### src/rtl/alu_wide_sequencer.sv
// -----------------------------------------------------------------------------
// alu_wide_sequencer
//
// Multi-cycle client of a 16-bit combinational ALU. One request is accepted
// per valid/ready handshake. Narrow requests take a single ALU pass. Wide
// (32-bit) requests take two chained passes, low half then high half.
// Carry/borrow is chained through alu_cin/alu_cout, and the shift bits that
// cross the half boundary are patched here.
//
// FSM: IDLE -> LO -> (HI if wide) -> DONE -> IDLE
//
// Ports
//   clk, reset_n             clock; asynchronous active-low reset
//   req_valid/req_ready      request handshake (ready only in IDLE)
//   req_op[3:0]              `OP_* opcode
//   req_wide                 1 = 32-bit operation, 0 = 16-bit
//   req_a/req_b[31:0]        operands
//   req_cin                  carry/borrow into the low half (ADD/SUB)
//   alu_a/alu_b/alu_op/alu_cin   drive the ALU (all 0 in IDLE and DONE)
//   alu_c[15:0], alu_cout    ALU result and carry/borrow out
//   rsp_valid/rsp_ready      response handshake
//   rsp_c[31:0], rsp_cout    result (upper half 0 for narrow), final carry
//
// Optional feature, macro ALU_SEQ_FLAGS_EN:
//   rsp_zero                 result word is zero (32 bits wide, 16 narrow)
//   rsp_ovf                  signed overflow of ADD/SUB from the top half
// -----------------------------------------------------------------------------

`ifndef OP_ID
`define OP_ID   4'h0
`define OP_NAND 4'h1
`define OP_NOR  4'h2
`define OP_XNOR 4'h3
`define OP_NOT  4'h4
`define OP_AND  4'h5
`define OP_OR   4'h6
`define OP_XOR  4'h7
`define OP_ADD  4'h8
`define OP_SUB  4'h9
`define OP_RR   4'hA
`define OP_ARS  4'hB
`define OP_LRS  4'hC
`define OP_RL   4'hD
`define OP_ALS  4'hE
`define OP_LHI  4'hF
`endif

module alu_wide_sequencer (
    input  logic        clk,
    input  logic        reset_n,
    input  logic        req_valid,
    output logic        req_ready,
    input  logic [3:0]  req_op,
    input  logic        req_wide,
    input  logic [31:0] req_a,
    input  logic [31:0] req_b,
    input  logic        req_cin,
    output logic [15:0] alu_a,
    output logic [15:0] alu_b,
    output logic        alu_cin,
    output logic [3:0]  alu_op,
    input  logic [15:0] alu_c,
    input  logic        alu_cout,
    output logic        rsp_valid,
    input  logic        rsp_ready,
    output logic [31:0] rsp_c,
    output logic        rsp_cout
`ifdef ALU_SEQ_FLAGS_EN
    ,
    output logic        rsp_zero,
    output logic        rsp_ovf
`endif
);

    typedef enum logic [1:0] {
        ST_IDLE,
        ST_LO,
        ST_HI,
        ST_DONE
    } state_t;

    state_t      r_state;
    state_t      w_state_nxt;

    // Request captured at accept; the request inputs are not looked at again.
    logic [3:0]  r_op;
    logic        r_wide;
    logic [31:0] r_a;
    logic [31:0] r_b;
    logic        r_cin;

    // Low-half result of a wide operation, already boundary-patched.
    logic [15:0] r_lo_c;
    logic        r_lo_cout;

    logic [31:0] r_rsp_c;
    logic        r_rsp_cout;

    logic        w_is_arith;
    logic        w_is_rshift;
    logic        w_is_lshift;
    logic [3:0]  w_lo_op;
    logic [15:0] w_lo_fix;
    logic [15:0] w_hi_fix;
    logic [31:0] w_res;
    logic        w_res_cout;
    logic        w_load_rsp;

    assign w_is_arith  = (r_op == `OP_ADD) || (r_op == `OP_SUB);
    assign w_is_rshift = (r_op == `OP_RR) || (r_op == `OP_ARS) || (r_op == `OP_LRS);
    assign w_is_lshift = (r_op == `OP_RL) || (r_op == `OP_ALS);

    // A wide shift's low half is always a plain shift; the bit that should
    // come from the other half is substituted afterwards.
    always_comb begin : lo_op_sel
        w_lo_op = r_op;
        if (r_wide && w_is_rshift) begin
            w_lo_op = `OP_LRS;
        end else if (r_wide && w_is_lshift) begin
            w_lo_op = `OP_ALS;
        end
    end

    always_comb begin : fsm_comb
        // NOTE: every output of this block gets a default first, so no path
        // leaves a value unassigned and no latch is inferred.
        w_state_nxt = r_state;
        req_ready   = 1'b0;
        rsp_valid   = 1'b0;
        alu_a       = 16'h0000;
        alu_b       = 16'h0000;
        alu_cin     = 1'b0;
        alu_op      = 4'h0;
        case (r_state)
            ST_IDLE: begin
                req_ready = 1'b1;
                if (req_valid) begin
                    w_state_nxt = ST_LO;
                end
            end
            ST_LO: begin
                alu_a       = r_a[15:0];
                alu_b       = r_b[15:0];
                alu_cin     = w_is_arith & r_cin;
                alu_op      = w_lo_op;
                w_state_nxt = r_wide ? ST_HI : ST_DONE;
            end
            ST_HI: begin
                alu_a       = r_a[31:16];
                alu_b       = r_b[31:16];
                alu_cin     = w_is_arith & r_lo_cout;
                alu_op      = w_is_lshift ? `OP_ALS : r_op;
                w_state_nxt = ST_DONE;
            end
            ST_DONE: begin
                rsp_valid = 1'b1;
                if (rsp_ready) begin
                    w_state_nxt = ST_IDLE;
                end
            end
            default: begin
                w_state_nxt = ST_IDLE;
            end
        endcase
    end

    // Boundary bits for wide shifts. The HI patch only matters in ST_HI,
    // which is reached for wide requests alone.
    always_comb begin : boundary_fix
        w_lo_fix = alu_c;
        w_hi_fix = alu_c;
        if (r_wide && w_is_rshift) begin
            w_lo_fix[15] = r_a[16];
        end
        if (r_wide && w_is_lshift) begin
            w_lo_fix[0] = (r_op == `OP_RL) ? r_a[31] : 1'b0;
        end
        if (r_op == `OP_RR) begin
            w_hi_fix[15] = r_a[0];
        end
        if (w_is_lshift) begin
            w_hi_fix[0] = r_a[15];
        end
    end

    assign w_res      = (r_state == ST_HI) ? {w_hi_fix, r_lo_c} : {16'h0000, alu_c};
    assign w_res_cout = w_is_arith & alu_cout;
    assign w_load_rsp = (r_state == ST_HI) || ((r_state == ST_LO) && !r_wide);

    always_ff @(posedge clk or negedge reset_n) begin : fsm_state
        if (!reset_n) begin
            r_state <= ST_IDLE;
        end else begin
            // NOTE: sequential state uses non-blocking assignments so every
            // register sees pre-edge values, regardless of statement order.
            r_state <= w_state_nxt;
        end
    end

    always_ff @(posedge clk or negedge reset_n) begin : datapath
        if (!reset_n) begin
            r_op       <= 4'h0;
            r_wide     <= 1'b0;
            r_a        <= 32'h0;
            r_b        <= 32'h0;
            r_cin      <= 1'b0;
            r_lo_c     <= 16'h0000;
            r_lo_cout  <= 1'b0;
            r_rsp_c    <= 32'h0;
            r_rsp_cout <= 1'b0;
        end else begin
            if ((r_state == ST_IDLE) && req_valid) begin
                r_op   <= req_op;
                // LHI only builds a 16-bit constant, so it always runs narrow.
                r_wide <= req_wide && (req_op != `OP_LHI);
                r_a    <= req_a;
                r_b    <= req_b;
                r_cin  <= req_cin;
            end
            if ((r_state == ST_LO) && r_wide) begin
                r_lo_c    <= w_lo_fix;
                r_lo_cout <= alu_cout;
            end
            if (w_load_rsp) begin
                r_rsp_c    <= w_res;
                r_rsp_cout <= w_res_cout;
            end
        end
    end

    assign rsp_c    = r_rsp_c;
    assign rsp_cout = r_rsp_cout;

`ifdef ALU_SEQ_FLAGS_EN
    logic r_rsp_zero;
    logic r_rsp_ovf;
    logic w_sa;
    logic w_sb;
    logic w_sr;
    logic w_ovf;

    // Sign bits of the most significant half being computed right now.
    assign w_sa = (r_state == ST_HI) ? r_a[31] : r_a[15];
    assign w_sb = (r_state == ST_HI) ? r_b[31] : r_b[15];
    assign w_sr = alu_c[15];

    always_comb begin : ovf_calc
        w_ovf = 1'b0;
        if (r_op == `OP_ADD) begin
            w_ovf = (w_sa == w_sb) && (w_sr != w_sa);
        end else if (r_op == `OP_SUB) begin
            w_ovf = (w_sa != w_sb) && (w_sr != w_sa);
        end
    end

    always_ff @(posedge clk or negedge reset_n) begin : flags
        if (!reset_n) begin
            r_rsp_zero <= 1'b0;
            r_rsp_ovf  <= 1'b0;
        end else if (w_load_rsp) begin
            // Narrow results have a zero upper half, so one compare serves both.
            r_rsp_zero <= (w_res == 32'h0);
            r_rsp_ovf  <= w_ovf;
        end
    end

    assign rsp_zero = r_rsp_zero;
    assign rsp_ovf  = r_rsp_ovf;
`endif

endmodule

### config.mk
export PLATFORM = sky130hd
export DESIGN_NAME = alu_wide_sequencer
export DESIGN_NICKNAME = d
export VERILOG_FILES = /design/src/rtl/alu_wide_sequencer.sv
export SDC_FILE = /design/constraint.sdc
export NUM_CORES = 1
export LEC_CHECK = 0
export CORE_AREA = 2 2 127 98
export DETAILED_ROUTE_END_ITERATION = 12
export DIE_AREA = 0 0 129 100
export GPL_TIMING_DRIVEN = 0
export MAX_ROUTING_LAYER = met4
export PLACE_DENSITY = 0.8
export SYNTH_ARGS = -nofsm -noshare
export SYNTH_HDL_FRONTEND = slang
export SYNTH_SLANG_ARGS = --single-unit
### constraint.sdc
create_clock -name clk -period 2 [get_ports clk]
set_input_delay 0.4 -clock clk [delete_from_list [all_inputs] [get_ports clk]]
set_output_delay 0.4 -clock clk [all_outputs]
set_load 0.03 [all_outputs]
======== Yosys cells after proc, flatten, opt, wreduce, memory -nomap -nowiden ========
Index checks and enable logic that the tools add are counted.
Widths: inputs -> output; s select.
operators by class
  bitwise gates (word level) .............. 3
  shift-type cells ........................ 0
  $add $sub $neg .......................... 0
  $lt $le $gt $ge ......................... 0
  divide/modulo/power cells ............... 0
  mux-type cells .......................... 19
  multipliers ............................. 0
  reductions and logical operators ........ 14
  eq/ne operators ......................... 13
operator list
  kind                count
  $pmux 16 s2         2
  $mux 32             1
  $eq 4x4->1 const B  7
  $mux 4              3
  $mux 1              8
  $pmux 2 s4          1
  $pmux 4 s2          1
  $logic_and 1x1->1   6
  $logic_or 1x1->1    5
  $eq 2x2->1 const B  2
  $mux 2              2
  $ne 2x2->1 const B  2
  $ne 4x4->1 const B  1
  $and 1x1->1         3
  $eq 2x1->1 const B  1
  $logic_not 2->1     1
  $pmux 1 s2          1
  $reduce_and 2->1    1
  $logic_not 1->1     1
word-level totals
  input port bits ......................... 91
  latch bits .............................. 0
  memory bits (read-only) ................. 0
  register bits after elaboration ......... 122
  word-level logic and storage cells ...... 59
  RAM bits ................................ 0
  memories ................................ 0

======== Depth between registers and ports, before layout ========
  depth after elaboration ................. 6
  gate-level depth with buffers ........... 8

======== Least setup slack after synthesis ========
Ideal clock, no wire load.
  path type ............................... reg-to-output
  start point ............................. reg r_state[1]
  end point ............................... out alu_op[2]
  arrival time ............................ 1.858 ns
  stages on the path, launching flop included .. 7
  path slack .............................. -0.258 ns
  cell sequence ........................... dfrtp_1 > inv_1 > ha_1 > buf_2 > buf_2 > o21ai_0 > a21boi_0
between the ends
  longest elaborated chain between the ends .. 2
RTL lines
  what                                             RTL line  RTL
  start: declaration                               82        state_t r_state;
  start signal: assignment                         196       r_state <= w_state_nxt;
  $eq 2x2->1 / $eq 2x1->1 (equally long branches)  134       case (r_state)
  $pmux 4 s2 *                                     134
  end: declaration                                 61        output logic [3:0] alu_op,
Mark *: on every way between the ends. The rest lies on a longest branch, timed or not.

======== Worst setup path after layout ========
Same ends and word-level chain as after synthesis.

==> metrics.md <==
| Metric | Value |
|---|---|
| Die W | 129 um |
| Finished Cell Area | 8781 um2 |
| Critical path class | flip-flop to output port |
| Max Freq | 439.6 MHz |
| Drt first-iter violations | 245 |
| Syn nets | approximately 540 |
| Outcome | finished with violations |
| Syn Inst Count | 440 |
| Power density cells | 2000 nW/um2 |
| Routability congestion estimate | 0.8110 |
| FF+latch count, synth | 122 |
| Worst Hold Class | flip-flop to flip-flop |
| Hold path startpoint | rsp_c[13] |
| CTS tree | yes |
| Startpoint types | flip-flop |
| Hold Violations, Final | 0 |
| Clock Pin Slew Worst Setup and Hold Paths | 50 ps |
| Flop2flop setup slack | ~80 ps |
| Post-synthesis cell area | 5518 um2 |
| Grt ovf | 0 |
| Post-synthesis sequential area ratio | 55.33% |
| Routed vias | 4,400 |
| Asr flop ratio synth | 100.0% |
| Die Area | 12,900 um2 |
| Tmin final | 2275 ps |
| Post-synth EDFFs | 0 |
| DRC viols | 0 |
| Maximum fanout along the worst path | 6 |
| Ports | 163 |
| Total core area | ~12,000 um2 |
| Layout Cells excl Fill | 818 |
| Failing checks | negative setup slack |
| WP data arrival | 1870 ps |
| R2R Path Start | r_state[0] |
| Avg Cell Area, Syn | approximately 13 um2 |
| Yosys warns | 0 |
| Multi-input gate area | 2654 um2 |
| Cell count of the worst hold path | 2 |
| Root Buffer | clkbuf_16 |
| Max Cap Viol | 0 |
| Drt pass-1 iters | 5 |
| Die height | 100 um |
| Vias per cell | 5.379 |
| Fill count | slightly above 800 |
| Leak | 3.761 nW |
| Nets@finish | 733 |
| Clock Skews | 9.525 ps |
| First-pass GRT wire length | around 25 mm |
| Row count | 35 |
| Final Max Tran Viols | 0 |
| Main flop type after synthesis | dfrtp_1 |
| Most frequent cells in the layout | 122 x clkdlybuf4s50_1, 120 x dfrtp_1, 85 x mux2_2, 41 x buf_6, 32 x a22oi_2 |
| Tot GR Track Use | 26.48% |
| Routed wire length | 16.16 mm |
| Layout cells sized above 1 | 42.55% |
| Largest net degree at the start of global routing | between 60 and 70 |
| DP Cell Count | 769 |
| Netlist cell types | 36 |
| CTS Sinks | roughly 120 |
| Worst hold slack | a little under 500 ps |
| Worst R2R End | r_lo_c[9] |
| Initial Utilization | around 46% |
| Commonest non-fill, non-tap cell in the layout | clkdlybuf4s50_1 |
| Hold endpoint | rsp_c[13] |
| Synth-to-Final Area Change | 59.14% |
| VDD IR-drop max | 1.389 mV |
| Setup violations, final | 38 |
| Number of global-route vias before repair | 4,739 |
| Place WS | -915.6 ps |
| Skew-Pair Late Insertion Delay | between 400 and 500 ps |
| Antenna Nets Post-Route | 0 |
| Maximum clock insertion buffer count | 2 |
| Port Buffers | 162 |
| Max transition margin | 62.08% |
| DPL Wire Length | 10.65 mm |
| Placed cell areas | 7435 um2 |
| Seq. cell area | 3055 um2 |
| Data required, critical path | 1600 ps |
| H-tree depth | 4 |
| R2r worst-path depth | 7 |
| Slew @ Worst Pin | 568.8 ps |
| Crit end category | output port |
| Antenna violations before repair | 0 |
| Crit share post-route | 113.7% |
| CTS Buf Count | 17 |
| DR WL/cell | 19.75 um |
| RSZ-0062 raised after global routing | true |
| Setup ws final | -274.9 ps |
==> metrics by stage <==
step / utilization (%) / power (mW) / TNS, ps
4_1_cts: 71.53 / 16.73 / -7578
2_1_floorplan: - / 9.368 / -29.48
5_1_grt: 73.97 / 18.42 / -9272
3_5_place_dp: 62.65 / 12.24 / -27710
3_3_place_gp: 62.40 / 11.92 / -523820
6_report: 73.99 / 17.56 / -7324
==> routing by layer <==
layer,wire length [um],GRT usage [%],vias up
li1,-,-,1976
met1,7077,34.51,2287
met2,8296,44.00,123
met3,657,4.104,14
met4,125,6.522,0
met5,0,-,-
==> how the worst max path moves through the flow <==
stage | start | end | slack [ps]
2_1_floorplan | r_state[1] | alu_op[2] | -30
3_3_place_gp | reset_n | r_b[12] | -4090
3_5_place_dp | r_state[0] | alu_a[13] | -920
4_1_cts | r_state[1] | alu_op[3] | -260
5_1_grt | r_state[1] | alu_op[2] | -340
6_report | r_state[1] | alu_op[2] | -270
==> worst max-delay path, stage by stage (launching register included) <==
cell	delay, ps
dfrtp_2	450
inv_4	90
ha_4	180
buf_8	150
clkbuf_16	140
o21ai_1	80
a21boi_1	170
buf_4	190
==> synth_stat cells (4+ instances only) <==
| library cell | n | area, um2 |
|---|---|---|
| a21oi_1 | 7 | 35.03 |
| a22o_1 | 15 | 131.4 |
| a22oi_1 | 32 | 240.2 |
| and3_1 | 4 | 25.02 |
| buf_2 | 18 | 90.09 |
| buf_6 | 6 | 67.56 |
| clkbuf_1 | 9 | 33.78 |
| dfrtp_1 | 122 | 3053 |
| ha_1 | 4 | 50.05 |
| inv_1 | 4 | 15.01 |
| mux2_2 | 86 | 968.4 |
| mux2i_1 | 16 | 160.2 |
| nand2_1 | 30 | 112.6 |
| nor2b_1 | 34 | 212.7 |
| o21ai_0 | 24 | 120.1 |
==> flip-flops by register name (all words and copies together), names as in the netlist <==
signal	flops
r_b	32
r_cin	1
r_lo_cout	1
r_op	4
rsp_c	32
r_wide	1
r_a	32
rsp_cout	1
r_state	2
r_lo_c	16
==> kinds of logic after synthesis <==
kind of cell | after synthesis | synth area share (%)
AOI/OAI and AO/OA | 88 | 10.91
xor gates and xnor gates | 1 | 0.1588
adders and majority gates | 4 | 0.9071
buffers and inverters | 39 | 4.013
DFF | 122 | 55.33
muxes | 102 | 20.45
and+or+nand+nor | 84 | 8.231
==> report_power, final <==
group,switching [mW],total [mW],internal [mW]
logic,4.89,9.93,5.05
registers,0.848,4.57,3.72
clock network,1.10,3.06,1.96
total,6.83,17.6,10.7
==> final cells by class <==
type | count | share of cell area (%)
sequential | 122 | 34.80
tap | 166 | 2.365
inverter | 4 | 0.2280
buffer | 35 | 4.431
clock inverter | 11 | 1.681
antenna | 1 | 0.02850
multi-input combinational | 279 | 30.22
timing repair buffer | 179 | 21.23
clock buffer | 21 | 5.016
==> what timing repair did <==
action,CTS,global route
pin swaps,6,10
endpoints found under the setup margin,39,37
gates cloned,4,2
gates resized for setup,336,64
setup buffers,6,4
hold endpoints to repair,48,0
hold buffers,1,0
Power figures use the tool's default switching activity.
==> variant, RTL diff (same flow settings) <==
Build with the macro `ALU_SEQ_FLAGS_EN` defined.
--- a/src/rtl/alu_wide_sequencer.sv
+++ b/src/rtl/alu_wide_sequencer.sv
@@ -25,6 +25,8 @@
 //   rsp_zero                 result word is zero (32 bits wide, 16 narrow)
 //   rsp_ovf                  signed overflow of ADD/SUB from the top half
 // -----------------------------------------------------------------------------
+
+`define ALU_SEQ_FLAGS_EN
 
 `ifndef OP_ID
 `define OP_ID   4'h0
Check against the original RTL (old outputs only; new: rsp_ovf and rsp_zero): equivalent (equiv_simple and equiv_induct, registers matched by name and starting in step).
==> variant against the unedited design <==
  * The flow still finishes with violations (setup timing)
  * Routed wire length is 19% higher
  * Non-clock buffer count is 16 higher
  * First-iteration DRC count rose by 42%
  * Power is 8.9% higher
  * Die area stayed put
  * Combinational power is 9.8% higher
  * Area after synthesis grew 2.1%
  * Sequential cell count grew 2
  * Design area grew 6.1%
  * Register-to-register slack lost 0.08 ns
  * Worst setup slack worse by 0.010 ns
  * Synthesized cell count increased by 3.0%
  * Critical path type unchanged
  * Critical endpoint is now alu_b[12]
  * Largest cell class unchanged
  * Largest power group unchanged
==> variant: results (changes against the unedited design) <==
place_area_um2: 7590  # +2.1%
slowest_delay_ns: 0.40  # -0.05 ns
synth_area_leaders: "dfrtp_1 (55%), mux2_2 (17%), a22oi_1 (4.4%)"
grtUsageMet3: 0.0602  # +0.0192
synth_fp_nets: 548  # +2.4%
worst_slew_pin_slew_ns: 0.419  # -0.150 ns
leakagePower_nw: 3.96  # +5.3%
port_buffers: 164  # +1.2%
drt-met1-wl_mm: 8.01  # +13%
crit_end: "alu_b[12]"
dr_wl_met3_mm: 1.08  # +64%
gp_congestion: 0.851  # +4.9%
hpwlAfterDp_mm: 11.4  # +6.5%
place_inst: 784  # +2.0%
dr.pass1.iters: 5  # unchanged
violations: "setup timing"
post-cts-setup-buffers: 14  # +8
fin_ws_ns: -0.285  # -0.0101 ns
regToRegEndpoint: "rsp_ovf$_DFFE_PN0P_"
layout-drive-gt1-share: 0.461  # +0.0356
ir_worst_vdd_mv: 1.43  # +3.1%
hold_path_class: "in -> async"
final_nets: 764  # +4.2%
cpMaxStageDelayCell: "dfrtp_1"
syn_area_per_cell_um2: 12.4  # -0.84%
finClkSkew_ns: 0.00729  # -0.00224 ns
status: "finished, violations left"
ys_seq_area_frac: 0.551  # -0.00242
path_max_fanout: 7  # +1
dr_wl_met2_mm: 9.73  # +17%
drtIter0Drc: 348  # +42%
post-place-ws_ns: -1.01  # -0.0906 ns
grt_pass1_vias: 4982  # +5.1%
gr-usage-met2: 0.486  # +0.0460
wire_per_inst_um: 22.8  # +15%
ff2ff_setup_slack_ns: 0  # -0.08 ns
final_cells: 847  # +3.5%
finalSetupTns_ns: -8.98  # -1.65 ns
grt.met1_usage: 0.380  # +0.0344
grt_max_degree: 85  # +29%
r2r_cells: 10  # +3
synth.distinct_cells: 34  # -5.6%
viasPerCell: 5.65  # +5.0%
setup_viol_count_final: 37  # -2.6%
grt_first_pass_wirelength_mm: 28.1  # +11%
fillers: 671  # -17%
antenna_cells: 0  # -1
synth_common_cells: "dfrtp_1 (124), mux2_2 (86), nor2b_1 (36)"
holdWs_ns: 0.467  # -0.0149 ns
ctsResizeCount: 393  # +17%
## variant: cell families (layout without fill, tap and decap cells)
group | Yosys count | in the layout | synth area share
and+or+nand+nor | 96 | 96 | 0.0908
muxes | 107 | 107 | 0.210
DFF | 124 | 124 | 0.551
xor gates and xnor gates | 2 | 2 | 0.00311
buffers and inverters | 36 | 264 | 0.0291
AOI/OAI and AO/OA | 84 | 84 | 0.107
adders and majority gates | 4 | 4 | 0.00889
## variant: where the power goes
group	internal (mW)	switching, mW	total [mW]
sequential	3.78	1.03	4.81
combinational	5.59	5.31	10.9
clock	2.21	1.20	3.41
## variant: cell type report
type / count / area [um2] / share of cell area
flip-flops and latches: 124 / 3110 / 0.333
multi-input cells: 293 / 2850 / 0.306
repair buffers: 199 / 2090 / 0.224
clock buffers: 17 / 425 / 0.0457
plain buffers: 31 / 395 / 0.0425
clock inverters: 14 / 221 / 0.0238
well taps: 166 / 208 / 0.0223
inverters: 3 / 13.8 / 0.00148
